### config.mk
export PLATFORM = sky130hd
export DESIGN_NAME = alu_op_issue
export DESIGN_NICKNAME = d
export VERILOG_FILES = /design/src/rtl/alu_pkg.sv /design/src/rtl/alu_op_dec.sv /design/src/rtl/alu_op_issue.sv
export SDC_FILE = /design/constraint.sdc
export NUM_CORES = 1
export LEC_CHECK = 0
export BUFFER_PORTS_ARGS = -buffer_cell sky130_fd_sc_hd__buf_2
export CAP_MARGIN = 20
export CORE_MARGIN = 4
export CORE_UTILIZATION = 35
export CTS_BUF_LIST = sky130_fd_sc_hd__clkbuf_8
export DETAILED_ROUTE_END_ITERATION = 7
export MAX_ROUTING_LAYER = met4
export PLACE_DENSITY = 0.7
export SLEW_MARGIN = 15
export SYNTH_ARGS = -nofsm -noshare
export SYNTH_HDL_FRONTEND = slang
export SYNTH_SLANG_ARGS = --single-unit
### constraint.sdc
create_clock -name clk -period 1.7 [get_ports clk]
set_input_delay 0.34 -clock clk [delete_from_list [all_inputs] [get_ports clk]]
set_output_delay 0.34 -clock clk [all_outputs]
set_load 0.02 [all_outputs]
### src/rtl/alu_pkg.sv
// Shared constants and the issue-entry type for the ALU decode-and-issue stage.
package alu_pkg;

  localparam int XLEN    = 32;
  localparam int NUM_OPS = 10;

  localparam logic [6:0] OP_RTYPE = 7'b0110011;
  localparam logic [6:0] OP_ITYPE = 7'b0010011;

  localparam logic [2:0] F3_ADD  = 3'b000;
  localparam logic [2:0] F3_SLL  = 3'b001;
  localparam logic [2:0] F3_SLT  = 3'b010;
  localparam logic [2:0] F3_SLTU = 3'b011;
  localparam logic [2:0] F3_XOR  = 3'b100;
  localparam logic [2:0] F3_SR   = 3'b101;
  localparam logic [2:0] F3_OR   = 3'b110;
  localparam logic [2:0] F3_AND  = 3'b111;

  localparam logic [6:0] F7_BASE = 7'b0000000;
  localparam logic [6:0] F7_ALT  = 7'b0100000;

  localparam int OP_ADD  = 0;
  localparam int OP_SUB  = 1;
  localparam int OP_XOR  = 2;
  localparam int OP_OR   = 3;
  localparam int OP_AND  = 4;
  localparam int OP_SLL  = 5;
  localparam int OP_SLTU = 6;
  localparam int OP_SRL  = 7;
  localparam int OP_SRA  = 8;
  localparam int OP_SLT  = 9;

  typedef struct packed {
    logic [NUM_OPS-1:0] op_en;
    logic [XLEN-1:0]    rs1;
    logic [XLEN-1:0]    rs2;
    logic [4:0]         rd;
    logic               illegal;
  } issue_t;

endpackage

### src/rtl/alu_op_dec.sv
// Combinational RV32I ALU decoder: instruction -> one-hot op enable, operand B, illegal.
// Build macro ALU_ITYPE_EN adds decoding of opcode 0010011 with immediate operand B.
module alu_op_dec
  import alu_pkg::*;
(
  input  logic [31:0]        instr,
  input  logic [31:0]        rs2_data,
  output logic [NUM_OPS-1:0] op_en,
  output logic [31:0]        opb,
  output logic               illegal
);

  logic [6:0]         opcode;
  logic [2:0]         funct3;
  logic [6:0]         funct7;
  logic               is_r;
  logic               is_i;
  logic               f7_base;
  logic               f7_alt;
  logic               f7_ok;
  logic               shift_op;
  logic [NUM_OPS-1:0] cand;
  logic [31:0]        b_sel;
  logic               unused_fields;

  assign opcode  = instr[6:0];
  assign funct3  = instr[14:12];
  assign funct7  = instr[31:25];
  assign is_r    = (opcode == OP_RTYPE);
  assign f7_base = (funct7 == F7_BASE);
  assign f7_alt  = (funct7 == F7_ALT);
  assign unused_fields = ^{instr[24:15], instr[11:7]};

`ifdef ALU_ITYPE_EN
  assign is_i  = (opcode == OP_ITYPE);
  assign b_sel = is_i ? {{20{instr[31]}}, instr[31:20]} : rs2_data;
`else
  assign is_i  = 1'b0;
  assign b_sel = rs2_data;
`endif

  // For I-type, instr[31:25] is immediate, so funct7 only constrains the shifts.
  always_comb begin
    cand     = '0;
    f7_ok    = 1'b0;
    shift_op = 1'b0;
    case (funct3)
      F3_ADD: begin
        if (is_r && f7_alt) cand[OP_SUB] = 1'b1;
        else                cand[OP_ADD] = 1'b1;
        f7_ok = is_i || f7_base || f7_alt;
      end
      F3_SLL: begin
        cand[OP_SLL] = 1'b1;
        f7_ok        = f7_base;
        shift_op     = 1'b1;
      end
      F3_SLT: begin
        cand[OP_SLT] = 1'b1;
        f7_ok        = is_i || f7_base;
      end
      F3_SLTU: begin
        cand[OP_SLTU] = 1'b1;
        f7_ok         = is_i || f7_base;
      end
      F3_XOR: begin
        cand[OP_XOR] = 1'b1;
        f7_ok        = is_i || f7_base;
      end
      F3_SR: begin
        if (f7_alt) cand[OP_SRA] = 1'b1;
        else        cand[OP_SRL] = 1'b1;
        f7_ok    = f7_base || f7_alt;
        shift_op = 1'b1;
      end
      F3_OR: begin
        cand[OP_OR] = 1'b1;
        f7_ok       = is_i || f7_base;
      end
      F3_AND: begin
        cand[OP_AND] = 1'b1;
        f7_ok        = is_i || f7_base;
      end
      default: ;
    endcase

    op_en   = '0;
    illegal = 1'b1;
    opb     = rs2_data;
    if ((is_r || is_i) && f7_ok) begin
      op_en   = cand;
      illegal = 1'b0;
      opb     = shift_op ? {27'b0, b_sel[4:0]} : b_sel;
    end
  end

endmodule

### src/rtl/alu_op_issue.sv
// Decode-and-issue stage: decodes on the input side and issues through a 2-entry skid buffer.
// Build macro ALU_ITYPE_EN enables I-type ALU decoding inside alu_op_dec.
module alu_op_issue #(
  parameter int XLEN    = 32,
  parameter int NUM_OPS = 10
) (
  input  logic               clk,
  input  logic               rst_n,
  input  logic               flush,
  input  logic               in_valid,
  output logic               in_ready,
  input  logic [XLEN-1:0]    in_instr,
  input  logic [XLEN-1:0]    in_rs1_data,
  input  logic [XLEN-1:0]    in_rs2_data,
  output logic               out_valid,
  input  logic               out_ready,
  output logic [NUM_OPS-1:0] out_op_en,
  output logic [XLEN-1:0]    out_rs1_data,
  output logic [XLEN-1:0]    out_rs2_data,
  output logic [4:0]         out_rd_addr,
  output logic               out_illegal
);
  import alu_pkg::*;

  // Handshake: a side transfers on any rising edge where its valid and ready are both 1.
  // in_ready is a flop equal to !skid_valid, so no combinational path reaches it.

  logic [NUM_OPS-1:0] dec_op_en;
  logic [XLEN-1:0]    dec_opb;
  logic               dec_illegal;
  issue_t             dec_entry;

  issue_t main_q, main_d, skid_q, skid_d;
  logic   main_valid_q, main_valid_d;
  logic   skid_valid_q, skid_valid_d;
  logic   in_ready_q, in_ready_d;
  logic   in_fire, out_fire;

  alu_op_dec u_dec (
    .instr    (in_instr),
    .rs2_data (in_rs2_data),
    .op_en    (dec_op_en),
    .opb      (dec_opb),
    .illegal  (dec_illegal)
  );

  always_comb begin
    dec_entry.op_en   = dec_op_en;
    dec_entry.rs1     = in_rs1_data;
    dec_entry.rs2     = dec_opb;
    dec_entry.rd      = in_instr[11:7];
    dec_entry.illegal = dec_illegal;
  end

  assign in_fire  = in_valid && in_ready_q;
  assign out_fire = main_valid_q && out_ready;

  always_comb begin
    main_d       = main_q;
    skid_d       = skid_q;
    main_valid_d = main_valid_q;
    skid_valid_d = skid_valid_q;
    if (flush) begin
      main_valid_d = 1'b0;
      skid_valid_d = 1'b0;
    end else if (!main_valid_q) begin
      // skid is never occupied while main is empty
      if (in_fire) begin
        main_d       = dec_entry;
        main_valid_d = 1'b1;
      end
    end else if (out_fire) begin
      if (skid_valid_q) begin
        main_d       = skid_q;
        skid_valid_d = 1'b0;
      end else if (in_fire) begin
        main_d = dec_entry;
      end else begin
        main_valid_d = 1'b0;
      end
    end else if (in_fire) begin
      skid_d       = dec_entry;
      skid_valid_d = 1'b1;
    end
    in_ready_d = !skid_valid_d;
  end

  always_ff @(posedge clk or negedge rst_n) begin
    if (!rst_n) begin
      main_q       <= '0;
      skid_q       <= '0;
      main_valid_q <= 1'b0;
      skid_valid_q <= 1'b0;
      in_ready_q   <= 1'b1;
    end else begin
      main_q       <= main_d;
      skid_q       <= skid_d;
      main_valid_q <= main_valid_d;
      skid_valid_q <= skid_valid_d;
      in_ready_q   <= in_ready_d;
    end
  end

  assign in_ready     = in_ready_q;
  assign out_valid    = main_valid_q;
  assign out_op_en    = main_q.op_en;
  assign out_rs1_data = main_q.rs1;
  assign out_rs2_data = main_q.rs2;
  assign out_rd_addr  = main_q.rd;
  assign out_illegal  = main_q.illegal;

endmodule

==> results by group, run 1 <==
Setup path
  – Delay of the slowest cell on the worst path: 0.56 ns
  – Setup slack on the worst flop-to-flop path: 0.03 ns
  – Arrival time of data at the critical path endpoint: between 2 and 2.5 ns
  – Crit end category: flop
  – Crit path max fanout: 7
  – Crit Path Category: reg2reg
  – FF-to-FF path depth: 7
  – R2r startpoint: in_ready
  – Top delay family on crit path: flip-flops
  – Worst Path Required: 2.08 ns
  – Combined buffer and inverter count along the critical path: 3
  – Worst path cell trace: nand2_4 -> buf_4 -> a211oi_4 -> buf_6 -> clkbuf_16 -> nor2_1 -> a21oi_1
  – RR Endpoint: out_rd_addr[2]
  – Critical Path Start Type: flop
  – Worst path slowest cell: sky130_fd_sc_hd__dfstp_2

Route
  – Highest metal layer with signal wires: met4
  – Routed wire per std cell: 17.19 um
  – Metal-1 WL: 9413 um
  – Number of antenna-violating nets in the routed design: 0
  – Count of routing violations after the opening detailed-route iteration: 365
  – Number of vias in the routed layout: 6328
  – DRC violation count after routing: 0
  – Routed via count divided by cell count: 5.243
  – Routed length on met3: 1390 um
  – Detail Route met2 WL: just under 10000 um
  – Pre-Repair DR Iteration Count: 4
  – Total routed wirelength: 20750 um

Yosys
  – Adder-cell area share of the yosys netlist: 0%
  – Number of cells produced by synthesis: 736
  – Number of flops mapped to enable cells by yosys: 0
  – Synth Flop Type: sky130_fd_sc_hd__dfrtp_1
  – Share of the synthesized netlist area taken by xor and xnor gates: 0%
  – Dominant cell by count in the synthesized netlist: sky130_fd_sc_hd__nand2_1
  – Post-synthesis async set-or-reset flop share: 100.0%
  – Post-synthesis sequential element count: 163
  – Area of the mapped netlist: just over 0.007 mm^2
  – Post-synthesis mux area share: 0%
  – Top cells by area in the synthesized netlist: sky130_fd_sc_hd__dfrtp_1 57%, sky130_fd_sc_hd__nand2_1 11%, sky130_fd_sc_hd__a22o_1 6.7%
  – Area share of the leading cell type in the synthesized netlist: between 50 and 60%
  – Area fraction in compound gates after synthesis: about a fifth
  – Mapped Avg Cell Area: 9.661 um^2
  – Cell accounting for the most synthesized area: sky130_fd_sc_hd__dfrtp_1
  – Total of warnings raised by yosys: 0
  – Number of unique standard cell types used by synthesis: 44
  – Dominant combinational cell family by area after synthesis: compound AO/OA/AOI/OAI gates
  – Area share of and/or/nand/nor cells after synthesis: 18.27%
  – Nets in the synthesized netlist: 837
  – Sequential-to-total area share from yosys stat: 57.38%
  – Most instantiated cells after synthesis: 199 x sky130_fd_sc_hd__nand2_1, 162 x sky130_fd_sc_hd__dfrtp_1, 77 x sky130_fd_sc_hd__nor2_1, 54 x sky130_fd_sc_hd__a22o_1, 49 x sky130_fd_sc_hd__a21oi_1

Cells and area
  – Final #Nets: 1027
  – Area Overhead vs Synth: 29.74%
  – Post-layout utilization of the core: about 47%
  – Fraction of final layout cells with drive strength greater than 1: between 30% and 40%

Global routing
  – Vias in the first global route: 6147
  – Initial antenna violation count: 1
  – First-pass GRT wire length: 32450 um
  – Remaining global-route overflow: 0
  – Tot GR Track Use: between 15 and 20%
  – Pin count of the biggest net entering global routing: 48

Hold path
  – HP Class: in2reg
  – Source of the worst hold timing path: in_rs2_data[0]
  – End point of the worst hold path: skid_q[6]
  – Number of stages on the worst hold path: 3

Floorplanning
  – Rows: a little over 50
  – Initial cell density of the core: 36.06%
  – Floorplan Core Area: 0.01972 mm^2
  – Count of pins on the block boundary: around 180
  – Die height: 150.5 um
  – Floorplan die width: 150.5 um
  – Overall die area: approximately 0.023 mm^2

STA
  – Slew at the pin with the worst max-slew slack: approximately 0.44 ns
  – Clk_skew: 0.01620 ns
  – Final Max Slew Viols: 0
  – Number of failing hold endpoints at the final stage: 0
  – Worst Setup Slack, final: 0.02618 ns
  – Achievable Freq: 0.5974 GHz
  – Worst slack on hold paths: ~0.072 ns
  – Crit path time final: 1.674 ns
  – Final setup violation count: 0
  – Period Utilization, post-route: 98.46%
  – Rel. slew slack: 70.80%
  – Unrepaired setup endpoints after global routing: yes
  – Total Negative Setup Slacks: 0 ns

Power
  – Total power divided by cell area: 1123 mW/mm^2
  – Power Total: 10.36 mW
  – Pleak: 4.417 nW
  – Worst ir drop on vdd: 0.6241 mV

Clock tree
  – TritonCTS clock tree: yes
  – Number of buffers created by CTS: 17
  – Clock network latency to the later pin of the worst-skew pair: 0.47 ns
  – Worst-case clock buffer depth: 2
  – CTS Root Buffer Type: sky130_fd_sc_hd__clkbuf_8
  – Clock slew at reported path FFs: 0.10 ns
  – H-tree depth reported by CTS: 4
  – Sinks on the clock net: about 160

Run
  – Max Cap Viol: 0

Place
  – IO Port Bufs: 172
  – Final Wtd Congestion: 0.7785
  – Setup WS pre-CTS: -0.2435 ns
  – Detailed Place HPWL: 13610 um

Status
  – Result of the run: finished, final reports clean
-- power by group --
part / internal (mW) / switching [mW]
Combinational: 1.00 / 1.40
Sequential: 4.64 / 0.455
Clock: 1.25 / 1.61
-- cell families (layout without fill, tap and decap cells) --
logic type | Yosys count | count (layout)
simple gates | 306 | 306
compound gates | 206 | 206
flops | 163 | 163
buf+inv | 61 | 264
other cells | 0 | 3
-- cell usage in the layout (no fill, tap or decap), types with 6 or more instances in the layout --
| cell type | n |
|---|---|
| sky130_fd_sc_hd__a21oi_1 | 49 |
| sky130_fd_sc_hd__a22o_1 | 54 |
| sky130_fd_sc_hd__a311oi_1 | 27 |
| sky130_fd_sc_hd__buf_12 | 16 |
| sky130_fd_sc_hd__buf_2 | 171 |
| sky130_fd_sc_hd__buf_4 | 35 |
| sky130_fd_sc_hd__clkbuf_8 | 18 |
| sky130_fd_sc_hd__dfrtp_1 | 162 |
| sky130_fd_sc_hd__nand2_1 | 196 |
| sky130_fd_sc_hd__nor2_1 | 75 |
| sky130_fd_sc_hd__o21ai_0 | 7 |
| sky130_fd_sc_hd__o21ai_1 | 6 |
| sky130_fd_sc_hd__o22ai_1 | 42 |
-- stage by stage --
step | instance area (um^2) | cells
after global routing | 9220 | 1205
after floorplan | 7144 | 736
final | 9225 | 1207
after CTS | 9086 | 1197
after global placement | 8682 | 1164
after detailed placement | 8682 | 1164
-- sequential cells by signal (all words and copies together) (netlist names) --
name and cells:
in_ready 1, out_illegal 1, out_op_en 10, out_rd_addr 5, out_rs1_data 32, out_rs2_data 32
out_valid 1, skid_q 80, skid_valid_q 1
-- worst min-delay path, delay by kind of cell --
kind | cells | cell delay, ns
and+or+nand+nor | 2 | 0.08
buffers and inverters | 1 | 0.09
-- final cells by class --
cell class                 count  area (um^2)
multi-input combinational    512         2831
tap                          265        331.6
antenna                        3        7.507
sequential                   163         4080
clock inverter                14        146.4
fill                        1877        10490
timing repair buffer         230         1573
inverter                       2        7.507
clock buffer                  18        247.7
-- repair_timing --
item	in CTS	in global routing
resized for setup	0	6
setup endpoints to repair	0	118
hold buffers	1	0
hold endpoints to repair	36	0
buffers inserted	0	2
-- worst max-delay path by stage --
stage | start | end | slack, ns | depth (start not counted)
CTS | in_ready | out_op_en[0] | 0.02 | 6
detailed placement | in_instr[26] | out_rs2_data[28] | -0.24 | 6
global placement | in_instr[6] | out_op_en[1] | -0.24 | 6
global route | in_ready | out_op_en[4] | -0.06 | 7
floorplan | in_instr[26] | out_rs2_data[30] | -0.14 | 6
finish | in_ready | out_rd_addr[2] | 0.03 | 7
-- layer usage --
metal  vias to the layer above  track usage (%)
li1                       2989                -
met2                       176            28.46
met3                        17            4.275
met4                         0            5.169
met1                      3146            24.92
met5                         -                -
No activity file was read; power rests on OpenSTA's default activity.
==> run 2: changes to the inputs <==
--- a/config.mk
+++ b/config.mk
@@ -16,4 +16,5 @@
 export SLEW_MARGIN = 15
 export SYNTH_ARGS = -nofsm -noshare
 export SYNTH_HDL_FRONTEND = slang
+export SYNTH_HIERARCHICAL = 1
 export SYNTH_SLANG_ARGS = --single-unit
==> run 2 against run 1 <==
  * Critical endpoint is now skid_q[17]
  * Register-to-register slack worse by 0.11 ns
  * Fmax is 6.2% lower
  * Count of clock-buffer cells in the layout did not move
  * Wire length shrank 11%
  * Sequential share of layout area shrank 0.20 points
  * Final cell count shrank 18%
  * Synthesized area rose by 0.70%
  * Setup slack lost 0.11 ns
  * The flow now finishes with violations (negative setup slack)
==> results by group, run 2 <==
Status
  – Result of the run: complete, but fails checks
  – Violations in the final reports: negative setup slack

Global routing
  – Tot GR Track Use: 15.34% (-3.2 points)
  – Pin count of the biggest net entering global routing: 63 (+31%)
  – Initial antenna violation count: 1 (unchanged)
  – Remaining global-route overflow: 0 (unchanged)
  – First-pass GRT wire length: 26700 um (-18%)
  – Vias in the first global route: 5110 (-17%)

STA
  – Worst slack on hold paths: 0.1340 ns (+0.06190 ns)
  – Worst Setup Slack, final: -0.08362 ns (-0.1098 ns)
  – Final Max Slew Viols: 0 (unchanged)
  – Slew at the pin with the worst max-slew slack: 0.3949 ns (-0.04315 ns)
  – Clk_skew: 0.01461 ns (-0.001592 ns)
  – Crit path time final: 1.784 ns (+0.1098 ns)
  – Final setup violation count: 114 (+114)
  – Period Utilization, post-route: 104.9% (+6.5 points)
  – Unrepaired setup endpoints after global routing: yes
  – Achievable Freq: 0.5607 GHz (-6.2%)
  – Number of failing hold endpoints at the final stage: 0 (unchanged)
  – Rel. slew slack: 73.43% (+2.6 points)

Route
  – Number of antenna-violating nets in the routed design: 0 (unchanged)
  – Routed wire per std cell: 18.57 um (+8.0%)
  – Total routed wirelength: 18460 um (-11%)
  – Pre-Repair DR Iteration Count: 4 (unchanged)
  – DRC violation count after routing: 0 (unchanged)
  – Count of routing violations after the opening detailed-route iteration: 157 (-57%)
  – Routed via count divided by cell count: 5.112 (-2.5%)
  – Number of vias in the routed layout: 5081 (-20%)

Setup path
  – Critical Path Start Type: flop
  – Arrival time of data at the critical path endpoint: 2.10 ns (+0.05 ns)
  – Worst Path Required: 2.02 ns (-0.06 ns)
  – Crit end category: flop
  – Crit Path Category: reg2reg
  – Crit path max fanout: 6 (-1)

Cells and area
  – Count of filler cells inserted in the layout: 1850 (-1.4%)
  – Area Overhead vs Synth: 29.43%
  – Most frequent standard cell in the layout excluding fill and tap cells: sky130_fd_sc_hd__buf_2
  – Final #Nets: 812 (-21%)
  – Number of flip-flops under the largest register name: 80 (unchanged)
  – Largest register by flop count: skid_q
  – Highest-count cells in the layout ignoring fill and taps: 171 x sky130_fd_sc_hd__buf_2, 162 x sky130_fd_sc_hd__dfrtp_1, 80 x sky130_fd_sc_hd__and2_1, 80 x sky130_fd_sc_hd__a221o_1
  – Combined area of the multi-input logic cells: 0.002867 mm^2 (+1.2%)
  – Fraction of final layout cells with drive strength greater than 1: 47.30% (+17 points)
  – Area taken by flip-flops and latches: 0.004080 mm^2 (unchanged)

Power
  – Power Total: 10.08 mW (-2.7%)
  – Worst ir drop on vdd: 0.5139 mV (-18%)
  – Total power divided by cell area: 1088 mW/mm^2 (-3.1%)
  – Pleak: 4.454 nW (+0.85%)

Yosys
  – Total of warnings raised by yosys: 6 (+6)
  – Post-synthesis sequential element count: 163 (unchanged)
  – Dominant cell by count in the synthesized netlist: sky130_fd_sc_hd__dfrtp_1
  – Synth Flop Type: sky130_fd_sc_hd__dfrtp_1
  – Most instantiated cells after synthesis: 162 x sky130_fd_sc_hd__dfrtp_1, 81 x sky130_fd_sc_hd__a221o_1, 80 x sky130_fd_sc_hd__and2_1, 80 x sky130_fd_sc_hd__mux2_2, 27 x sky130_fd_sc_hd__a21boi_0
  – Number of unique standard cell types used by synthesis: 34 (-23%)
  – Post-synthesis async set-or-reset flop share: 100.0% (unchanged)
  – Cell accounting for the most synthesized area: sky130_fd_sc_hd__dfrtp_1
  – Number of flops mapped to enable cells by yosys: 0 (unchanged)
  – Area of the mapped netlist: 0.007161 mm^2 (+0.70%)
  – Sequential-to-total area share from yosys stat: 56.98% (-0.40 points)
  – Nets in the synthesized netlist: 619 (-26%)
  – Mapped Avg Cell Area: 13.82 um^2 (+43%)
  – Area share of the leading cell type in the synthesized netlist: 56.61% (-0.40 points)
  – Top cells by area in the synthesized netlist: sky130_fd_sc_hd__dfrtp_1 57%, sky130_fd_sc_hd__mux2_2 13%, sky130_fd_sc_hd__a221o_1 11%
  – Number of cells produced by synthesis: 518 (-30%)

Run
  – Max Cap Viol: 0 (unchanged)

Clock tree
  – Number of buffers created by CTS: 17 (unchanged)
  – TritonCTS clock tree: yes
  – Sinks on the clock net: 163 (unchanged)
  – Clock network latency to the later pin of the worst-skew pair: 0.44 ns (-0.03 ns)
  – Worst-case clock buffer depth: 2 (unchanged)
  – H-tree depth reported by CTS: 4 (unchanged)
  – Clock slew at reported path FFs: 0.10 ns (about the same)
  – CTS Root Buffer Type: sky130_fd_sc_hd__clkbuf_8

Floorplanning
  – Overall die area: 0.02281 mm^2 (+0.67%)
  – Rows: 52 (+2.0%)
  – Initial cell density of the core: 35.50% (-0.56 points)
  – Die height: 151.0 um (+0.33%)
  – Count of pins on the block boundary: 183 (unchanged)
  – Floorplan Core Area: 0.02017 mm^2 (+2.3%)
  – Floorplan die width: 151.0 um (+0.33%)

Hold path
  – HP Class: in2reg

Place
  – IO Port Bufs: 172 (unchanged)
  – Final Wtd Congestion: 0.7587 (-2.5%)
  – Detailed Place HPWL: 11130 um (-18%)
==> run 2: changes by cell type in the layout (fill, tap and decap cells not counted), sizes merged, moves of 48 or more <==
cell,before,now
nand2,199,6
a221o,0,81
mux2,0,80
and2,2,80
nor2,77,1
a22o,54,0
a21oi,49,1
==> run 2: report_power, final <==
part | internal, mW | switching (mW)
clock network | 1.49 | 1.49
logic | 1.11 | 1.01
registers | 4.61 | 0.370
==> run 2: cells by family after synthesis <==
family	after synthesis	share of synthesized area (%)
flip-flops	163	56.98
AND/OR/NAND/NOR	107	9.785
multiplexers	80	12.58
buffers and inverters	51	5.434
XOR/XNOR	1	0.1223
AO/OA/AOI/OAI	116	15.10
==> run 2: what timing repair did <==
item / CTS / global route
pin swaps: 1 / 2
buffers inserted: 0 / 6
setup endpoints to repair: 74 / 158
resized for setup: 4 / 52
hold endpoints to repair: 18 / 0
cloned: 0 / 9
hold buffers: 1 / 0
==> run 2: critical path: stages, from the launching register on <==
cell and delay, ns:
sky130_fd_sc_hd__dfstp_2 0.56, sky130_fd_sc_hd__nand2_4 0.06, sky130_fd_sc_hd__nor4b_4 0.28, sky130_fd_sc_hd__buf_6 0.16, sky130_fd_sc_hd__buf_12 0.14, sky130_fd_sc_hd__clkbuf_16 0.16
sky130_fd_sc_hd__mux2_4 0.29
==> run 2: layout make-up <==
type	count	share of cell area (%)
sequential	163	44.03
antenna	1	0.02700
clock inverter	13	1.701
clock buffer	18	2.673
tap	270	3.645
inverter	5	0.2025
timing repair buffer	220	16.79
multi-input combinational	304	30.93
==> run 2: metal layers <==
metal  up-vias  share of wire (%)  track usage [%]
met5         -                  0                -
met4         0                1.1            3.762
met3        14                4.5            3.740
met2       124                 48            24.72
met1      2610                 47            19.62
li1       2333                  -                -
==> run 2: path summary, 6_finish.rpt <==
kind                       cells past startpoint  slack [ns]             from                to
max                                            6       -0.08         in_ready        skid_q[17]
min                                            2        0.13  in_rs1_data[24]  out_rs1_data[24]
max reg2reg                                    6       -0.08         in_ready        skid_q[17]
min reg2reg                                    1        0.50     skid_valid_q          in_ready
max in group asynchronous                      3        0.75            rst_n          in_ready
min in group asynchronous                      2        0.33            rst_n  out_rs1_data[14]
==> run 2: per-stage QoR <==
step	area [um^2]	TNS [ns]	std cells	util (%)	setup slack, ns
after floorplan	7207	0	518	-	0.008581
after global placement	8398	-3.943	946	41.64	-0.07810
after detailed placement	8398	-5.893	946	41.64	-0.1275
after CTS	8828	-3.574	978	43.77	-0.07832
after global routing	9268	-12.85	994	45.95	-0.1522
final	9268	-4.793	994	45.95	-0.08362
